==> src/rtl/adder_accum_amisha.sv <==
// Accumulates 5-bit {cout, sum} beats from the 4-bit carry adder into a wide
// running total; pulses done after NUM_OPS_AMISHA accepted beats.
module adder_accum_amisha #(
   parameter int NUM_OPS_AMISHA = 4,
   parameter int ACC_W_AMISHA   = 8
) (
   input  logic                    clk_amisha,
   input  logic                    reset_amisha,
   input  logic                    start_amisha,
   input  logic                    in_valid_amisha,
   input  logic [3:0]              sum_amisha,
   input  logic                    cout_amisha,
   output logic                    in_ready_amisha,
   output logic [ACC_W_AMISHA-1:0] acc_amisha,
   output logic                    ovf_amisha,
   output logic [3:0]              count_amisha,
   output logic                    busy_amisha,
   output logic                    done_amisha
);

   localparam logic [1:0] S_IDLE  = 2'd0;
   localparam logic [1:0] S_ACCUM = 2'd1;
   localparam logic [1:0] S_DONE  = 2'd2;

   localparam logic [3:0] LAST_CNT = 4'(NUM_OPS_AMISHA - 1);

   logic [1:0]              state_q, state_d;
   logic [ACC_W_AMISHA-1:0] acc_q, acc_d;
   logic                    ovf_q, ovf_d;
   logic [3:0]              cnt_q, cnt_d;
   logic [ACC_W_AMISHA:0]   sum_w;

   // One extra bit catches the carry out of the accumulator MSB.
   assign sum_w = {1'b0, acc_q}
                + {{(ACC_W_AMISHA-4){1'b0}}, cout_amisha, sum_amisha};

   always_comb begin
      state_d = state_q;
      acc_d   = acc_q;
      ovf_d   = ovf_q;
      cnt_d   = cnt_q;
      unique case (state_q)
         S_IDLE: begin
            if (start_amisha) begin
               state_d = S_ACCUM;
               acc_d   = '0;
               ovf_d   = 1'b0;
               cnt_d   = '0;
            end
         end
         S_ACCUM: begin
            if (in_valid_amisha) begin
               acc_d = sum_w[ACC_W_AMISHA-1:0];
               ovf_d = ovf_q | sum_w[ACC_W_AMISHA];
               cnt_d = cnt_q + 4'd1;
               if (cnt_q == LAST_CNT)
                  state_d = S_DONE;
            end
         end
         S_DONE:  state_d = S_IDLE;
         default: state_d = S_IDLE;
      endcase
   end

   always_ff @(posedge clk_amisha or posedge reset_amisha) begin
      if (reset_amisha) begin
         state_q <= S_IDLE;
         acc_q   <= '0;
         ovf_q   <= 1'b0;
         cnt_q   <= '0;
      end else begin
         state_q <= state_d;
         acc_q   <= acc_d;
         ovf_q   <= ovf_d;
         cnt_q   <= cnt_d;
      end
   end

   assign in_ready_amisha = (state_q == S_ACCUM);
   assign busy_amisha     = (state_q == S_ACCUM);
   assign done_amisha     = (state_q == S_DONE);
   assign acc_amisha      = acc_q;
   assign ovf_amisha      = ovf_q;
   assign count_amisha    = cnt_q;

endmodule

==> config.mk <==
export PLATFORM = sky130hd
export DESIGN_NAME = adder_accum_amisha
export DESIGN_NICKNAME = d
export VERILOG_FILES = /design/src/rtl/adder_accum_amisha.sv
export SDC_FILE = /design/constraint.sdc
export NUM_CORES = 1
export LEC_CHECK = 0
export CAP_MARGIN = 20
export CELL_PAD_IN_SITES_DETAIL_PLACEMENT = 1
export CELL_PAD_IN_SITES_GLOBAL_PLACEMENT = 1
export CORE_MARGIN = 4
export CORE_UTILIZATION = 49
export CTS_CLUSTER_DIAMETER = 120
export DETAILED_ROUTE_END_ITERATION = 10
export DONT_BUFFER_PORTS = 1
export PLACE_DENSITY_LB_ADDON = 0.1
export SYNTH_ARGS = -nofsm -noshare
export SYNTH_HDL_FRONTEND = slang
export SYNTH_SLANG_ARGS = --single-unit
==> constraint.sdc <==
create_clock -name clk_amisha -period 4.33 [get_ports clk_amisha]
set_input_delay 0.6495 -clock clk_amisha [delete_from_list [all_inputs] [get_ports clk_amisha]]
set_output_delay 0.6495 -clock clk_amisha [all_outputs]
set_load 0.01 [all_outputs]
# After elaboration in Yosys (flattened, before gate mapping)
# Index checks and enable logic that the tools add are counted.
word_totals:
  ff_bits: 15
  mem_bits_ro: 0
  latch_bits: 0
  elab_cells: 30
  memories: 0
  ramBits: 0
  out_inout_bits: 16
op_classes:
  div: 0
  bitwise: 1
  shifts: 0
  n_reduce_logical: 4
  add_sub_neg: 2
  multipliers: 0
  magnitude_cmp: 0
  eq_ne: 6
  muxes: 13
op_table:
  columns: ["operator", "count"]
  rows:
  - ["$mux 8", 2]
  - ["$pmux 8 s2", 1]
  - ["$add 8x5->9", 1]
  - ["$mux 4", 2]
  - ["$pmux 4 s2", 1]
  - ["$mux 2", 3]
  - ["$reduce_and 3->1", 2]
  - ["$add 4x1->4 const B", 1]
  - ["$eq 4x2->1 const B", 1]
  - ["$ne 2x2->1 const B", 2]
  - ["$pmux 2 s2", 1]
  - ["$eq 2x1->1 const B", 1]
  - ["$eq 2x2->1 const B", 1]
  - ["$logic_not 2->1", 1]
  - ["$mux 1", 2]
  - ["$ne 2x1->1 const B", 1]
  - ["$pmux 1 s2", 1]
  - ["$reduce_bool 2->1", 1]
  - ["$or 1x1->1", 1]

# Depth between registers and ports, before layout
# Gate-level depths: netlist of run 1.
logic_depth:
  word_depth: 4
  depth_mapped: 6
  ltp_nobuf: 6

# Worst setup path after synthesis of run 1
# No wires, ideal clock.
synth_path:
  path_kind: "input-to-reg"
  startpoint: "input sum_amisha[0]"
  endpoint: "register acc_q[6] (netlist: acc_amisha[6])"
  n_path_buf: 0
  arrival_ns: 1.888
  path_slack_ns: 2.363
  required_ns: 4.251
  cell_stages: 6
  path_cell_list: "ha_1 > fa_1 > a211oi_1 > o21bai_1 > nand3_1 > mux2i_1"
synth_between:
  elab_chain_cells: 3
synth_lines:
  columns: ["item", "line", "source"]
  rows:
  - ["start: declaration", "11", "input logic [3:0] sum_amisha,"]
  - ["$add 8x5->9", "35", "+ {{(ACC_W_AMISHA-4){1'b0}}, cout_amisha, sum_amisha};"]
  - ["$mux 8", "52", "if (in_valid_amisha) begin"]
  - ["$pmux 8 s2", "42", "unique case (state_q)"]
  - ["end signal: assignment", "68", "acc_q <= '0;"]
  - ["end signal: assignment", "73", "acc_q <= acc_d;"]
  - ["end: declaration", "28", "logic [ACC_W_AMISHA-1:0] acc_q, acc_d;"]
# No other way between the ends. The select of a mux whose other input is x is not followed.
# A chain may end at the register's enable or synchronous reset.

# Worst setup path in the final report of run 1
layout_path:
  startpoint: "register acc_q[0] (netlist: acc_amisha[0])"
  endpoint: "register acc_q[6] (netlist: acc_amisha[6])"
layout_between:
  elab_chain_cells: 3
layout_lines:
  columns: ["item", "line"]
  rows:
  - ["$add 8x5->9", "35"]
  - ["$mux 8", "52"]
  - ["$pmux 8 s2", "42"]
# No other way between the ends. The select of a mux whose other input is x is not followed.

==> key figures, run 1 <==
Status
  – Status: finished, final reports clean

Placed design
  – Inst Count DP: 110
  – Placed wire-length estimate: 1460 um
  – Setup WS pre-CTS: 2.19 ns
  – Cell Area, Placed: 892 um^2
  – # port buffers: 0
  – GP Congestion: 0.801

Global route
  – Remaining global-route overflow: 0
  – Via count of the first global-routing pass: 737
  – Antenna violations before repair: 0
  – First-pass GRT wire length: 3550 um
  – Largest net degree at the start of global routing: 16
  – Global Route Usage Sum: 19.0%

Synthesis
  – Synth warn: 0
  – Syn nets: 105
  – Number of synthesized flops with an enable pin: 0
  – Synth async-reset ratio: 100%
  – Post-synth top area cell: dfrtp_1
  – Synth unique cells: 33
  – Synth area leaders: dfrtp_1, ha_1, nand2_1
  – Yosys top cell area share: 42.2%
  – Dominant synthesized flop cell: dfrtp_1
  – Synthesized area per cell: 10.0 um^2
  – Post-synth design cell area: 890 um^2
  – Register area share after synthesis: 42.2%
  – Synth Instances: 89
  – Register bit total from synthesis: 15

Clock network
  – CTS Buf Count: 3
  – CTS root buffer: clkbuf_4
  – TritonCTS clock tree: yes
  – Resize count post-CTS: 0
  – Clock Sinks: 15
  – Setup repair bufs after CTS: 0
  – Worst-skew pair later-pin latency: 0.29 ns
  – Clock-pin slew on the worst setup and hold paths: 0.10 ns
  – Post-CTS Hold Buffers: 0
  – H-Tree Depth: 1
  – Longest Clk Path Bufs: 2

STA
  – Skew final: 0.00430 ns
  – Min Tclk post-route: 1.94 ns
  – Final Slew Violations: 0
  – Max Freq: 514 MHz
  – Fin. Hold Viols: 0
  – WHS: 0.297 ns
  – Period utilization: 44.9%
  – Worst-margin pin slew: 0.581 ns
  – Slew HR: 61.2%
  – Finish-stage setup viols: 0
  – Final WS setup: 2.39 ns
  – Final TNS setup: 0 ns
  – Unrepaired setup endpoints after global routing: false

Finish
  – Most frequent cells in the layout: dfrtp_1, nand2_1, o21ai_0, ha_1, nor2_1
  – Final Core Density: 53.3%
  – Total Nets Final: 106
  – Layout cell share with drive strength beyond 1: 8.99%
  – Fill cell count: 204
  – Multi-input logic area: 478 um^2
  – FF+latch area: 375 um^2
  – Commonest non-fill, non-tap cell in the layout: dfrtp_1
  – ANT cells: 0
  – Fin cells: 114
  – Final instance area: 920 um^2
  – Synthesis-to-finish area growth: 3.38%

Hold path
  – Worst hold path type: input port to asynchronous set/reset pin

Floorplan
  – Num rows: 15
  – Die area: 2560 um^2
  – Chip width: 50.6 um
  – Initial Utilization: 51.5%
  – Die height: 50.6 um
  – Core area: 1730 um^2
  – Ports: 25

Critical path
  – CP startpoint kind: flip-flop
  – Worst Path Required: 4.55 ns
  – Critical path class: flip-flop to flip-flop
  – Crit. End Element: flip-flop
  – Worst r2r path cells: 6
  – FF-to-FF Start: acc_amisha[0]
  – Worst Setup SP: acc_amisha[0]
  – Arr. time, crit path: 2.16 ns
  – Max FO, Critical Path: 3

Drt
  – DRC Markers: 0
  – Routed WL: 1890 um
  – Drt first pass iters: 4
  – Vias per cell: 5.74
  – Via Count: 654
  – Detail Route Antenna Nets: 0
  – Initial detailed-routing violation count: 10
  – WL/cell: 16.6 um

Flow run
  – Max cap viols: 0

Pwr
  – Worst vdd ir: 274 uV
  – Leakage power figure: 0.440 nW
  – PwrDens: 684 nW/um^2
  – Total power: 629 uW
-- worst max-delay path: stages (launching register included) --
cell	delay, ns
dfrtp_1	0.44
ha_1	0.24
fa_1	0.43
a211oi_1	0.31
o21bai_1	0.15
nand3_1	0.12
mux2i_1	0.19
-- area by class of cell --
type / count / area share, %
Sequential cell: 15 / 40.8
Multi-Input combinational cell: 68 / 52.0
Clock inverter: 1 / 0.544
Tap cell: 25 / 3.40
Inverter: 2 / 0.816
Clock buffer: 3 / 2.45
-- cells by family (layout without fill, tap and decap cells) --
family	after synthesis	after routing	share of synthesized area, %
and+or+nand+nor	32	32	18.7
AOI/OAI and AO/OA	21	21	15.6
DFF	15	15	42.2
adders and majority gates	7	7	10.7
buffers and inverters	6	6	4.08
muxes	5	5	5.77
xor gates and xnor gates	3	3	2.95
-- state kept, by name (all words and copies together), names as in the netlist --
| register | count |
|---|---|
| acc_amisha | 8 |
| count_amisha | 4 |
| state_q | 2 |
| ovf_amisha | 1 |
-- report_power, final --
part           total (mW)  switching, mW  internal (mW)
sequential          0.287         0.0926          0.195
clock              0.0827         0.0484         0.0343
combinational       0.258          0.146          0.113
-- layer usage --
metal | wire [um] | up-vias | track usage, %
met5 | 0 | - | 0
met4 | 43 | 0 | 9.42
met3 | 94 | 4 | 5.93
met2 | 899 | 16 | 29.6
met1 | 852 | 318 | 23.5
li1 | - | 316 | -
-- Yosys cell counts, types with 3 or more instances --
| cell type | instances |
|---|---|
| mux2i_1 | 4 |
| a22o_1 | 3 |
| ha_1 | 6 |
| o21ai_0 | 7 |
| a21oi_1 | 3 |
| dfrtp_1 | 15 |
| nand3_1 | 3 |
| nor2_1 | 5 |
| nand2_1 | 12 |
-- path summary, 6_finish.rpt --
| kind | endpoint | slack [ns] |
|---|---|---|
| worst max-delay path | acc_amisha[6] | 2.39 |
| worst min-delay path | state_q[1] | 0.30 |
| worst max register to register | acc_amisha[6] | 2.39 |
| worst min register to register | acc_amisha[2] | 0.59 |
| max in group asynchronous | acc_amisha[2] | 3.65 |
| min in group clk_amisha | state_q[0] | 0.58 |
Note: power is estimated with default switching activity, not from simulation.
==> run 2: changes to the inputs <==
- CORE_UTILIZATION: 49 -> 45
- clock period: 4.33 -> 2 ns (I/O delays scaled with it)
==> key figures, run 2 (synthesized netlist as in run 1, its figures left out) <==
Finish
  – ANT cells: 0 (unchanged)
  – Fill cell count: 220 (+7.8%)
  – Commonest non-fill, non-tap cell in the layout: dfrtp_1
  – Synthesis-to-finish area growth: 5.77%
  – Max reg flops: 8 (unchanged)
  – Most frequent cells in the layout: dfrtp_1, nand2_1, o21ai_0, ha_1, nor2_1
  – Total Nets Final: 108 (+1.9%)
  – Final Core Density: 52.2% (-1.0 points)
  – Layout cell share with drive strength beyond 1: 9.89% (+0.90 points)

Drt
  – Met3 Wirelength: 123 um (+31%)
  – Drt first pass iters: 4 (unchanged)
  – Vias per cell: 5.89 (+2.6%)
  – WL/cell: 17.3 um (+4.6%)
  – Detail Route Antenna Nets: 0 (unchanged)
  – Via Count: 683 (+4.4%)
  – Met2 WL: 964 um (+7.2%)
  – Routed WL: 2010 um (+6.5%)
  – Wl on met1: 904 um (+6.1%)
  – DRC Markers: 0 (unchanged)
  – Initial detailed-routing violation count: 6 (-4)
  – Highest routed layer: met4

Critical path
  – CP startpoint kind: flip-flop
  – Max FO, Critical Path: 3 (unchanged)
  – Crit. End Element: flip-flop
  – Critical path class: flip-flop to flip-flop
  – Arr. time, crit path: 2.05 ns (-0.11 ns)
  – Worst Path Required: 2.16 ns (-2.39 ns)

STA
  – Max Freq: 529 MHz (+2.9%)
  – Fin. Hold Viols: 0 (unchanged)
  – Slew HR: 61.0% (-0.28 points)
  – Min Tclk post-route: 1.89 ns (-0.0540 ns)
  – Final WS setup: 0.110 ns (-2.28 ns)
  – Final Slew Violations: 0 (unchanged)
  – Period utilization: 94.5% (+50 points)
  – Worst-margin pin slew: 0.585 ns (+0.00414 ns)
  – Skew final: 0.00251 ns (-0.00179 ns)
  – Finish-stage setup viols: 0 (unchanged)

Clock network
  – Clock Sinks: 15 (unchanged)
  – Longest Clk Path Bufs: 2 (unchanged)
  – Clock-pin slew on the worst setup and hold paths: 0.09 ns (about the same)
  – CTS root buffer: clkbuf_4
  – Worst-skew pair later-pin latency: 0.28 ns (about the same)
  – CTS Buf Count: 3 (unchanged)
  – H-Tree Depth: 1 (unchanged)
  – TritonCTS clock tree: yes

Floorplan
  – Ports: 25 (unchanged)
  – Die height: 52.5 um (+3.7%)
  – Num rows: 15 (unchanged)
  – Initial Utilization: 49.4% (-2.1 points)
  – Die area: 2750 um^2 (+7.4%)
  – Core area: 1800 um^2 (+4.3%)
  – Chip width: 52.5 um (+3.7%)

Pwr
  – Worst vdd ir: 637 uV (+130%)
  – Leakage power figure: 0.447 nW (+1.6%)
  – PwrDens: 1480 nW/um^2 (+120%)
  – Clk pwr share: 12.6% (-0.6 points)
  – Comb pwr share: 42.3% (+1.2 points)
  – Internal Power: 762 uW (+120%)
  – Sw frac: 45.3% (-0.35 points)
  – NetSw: 630 uW (+120%)
  – Flop pwr share: 45.1% (-0.6 points)

Placed design
  – GP Congestion: 0.835 (+4.3%)
  – Setup WS pre-CTS: 0.0515 ns (-2.13 ns)
  – Placed wire-length estimate: 1470 um (+0.64%)
  – # port buffers: 0 (unchanged)

Status
  – Status: finished, final reports clean

Global route
  – Global Route Usage Sum: 17.0% (-2.0 points)
  – Via count of the first global-routing pass: 745 (+1.1%)
  – Antenna violations before repair: 0 (unchanged)
  – Largest net degree at the start of global routing: 16 (unchanged)
  – Remaining global-route overflow: 0 (unchanged)
  – First-pass GRT wire length: 3380 um (-4.8%)

Flow run
  – Max cap viols: 0 (unchanged)

Hold path
  – Worst hold path type: input port to flip-flop
[run 2: layout make-up]
cell class                 instances  area, um^2  share of cell area [%]
clock buffer                       4        26.3                    2.79
inverter                           2        7.51                   0.798
multi-input combinational         68         483                    51.3
sequential                        15         375                    39.9
tap                               25        31.3                    3.32
timing repair buffer               2        17.5                    1.86
[run 2: what timing repair did]
action | CTS | global route
buffers inserted | 0 | 0
resized for setup | 0 | 1
hold buffers | 1 | 0
endpoints found under the setup margin | 0 | 2
endpoints found under the hold margin | 15 | 0
[run 2: power groups by stage]
stage	registers (mW)	logic (mW)	clock network, mW
2_1_floorplan	0.575	0.515	0
3_3_place_gp	0.626	0.553	0
3_5_place_dp	0.636	0.575	0
4_1_cts	0.632	0.582	0.182
5_1_grt	0.652	0.674	0.191
6_report	0.628	0.588	0.176
[run 2: critical path, stage by stage (launching register included)]
cell and delay (ns):
dfrtp_1 0.44, ha_1 0.24, fa_1 0.44, a211oi_2 0.24, o21bai_1 0.13, a31oi_1 0.21, nor2_1 0.07
[run 2: worst paths after layout]
check                                startpoint              end  slack (ns)  cells past startpoint
worst max register to register    acc_amisha[0]       ovf_amisha        0.11                      6
worst min register to register    acc_amisha[6]    acc_amisha[6]        0.60                      1
min in group asynchronous          reset_amisha    acc_amisha[0]        0.51                      2
worst min-delay path            in_valid_amisha       state_q[0]        0.22                      3
max in group asynchronous          reset_amisha  count_amisha[3]        1.11                      2
worst max-delay path              acc_amisha[0]       ovf_amisha        0.11                      6
[run 2: stage by stage]
step / instance area, um^2 / std cells / power [mW] / hold slack [ns] / setup TNS, ns
6_report: 941 / 116 / 1.39 / 0.225 / 0
5_1_grt: 941 / 116 / 1.52 / 0.270 / -0.0334
4_1_cts: 936 / 116 / 1.40 / 0.226 / 0
3_5_place_dp: 900 / 111 / 1.21 / 0.287 / 0
3_3_place_gp: 900 / 111 / 1.18 / 0.287 / 0
2_1_floorplan: 890 / 89 / 1.09 / 0.201 / 0
[run 2: metal layers]
| layer | vias to the layer above | GRT usage (%) |
|---|---|---|
| li1 | 323 | - |
| met1 | 339 | 21.3 |
| met2 | 18 | 27.5 |
| met3 | 3 | 4.84 |
| met4 | 0 | 6.38 |
| met5 | - | 0 |
==> run 3: changes to the inputs <==
- GPL_ROUTABILITY_DRIVEN: unset -> 0
==> results of run 3 <==
Same layout as run 2: the final DEF is identical, and so are final timing and power.
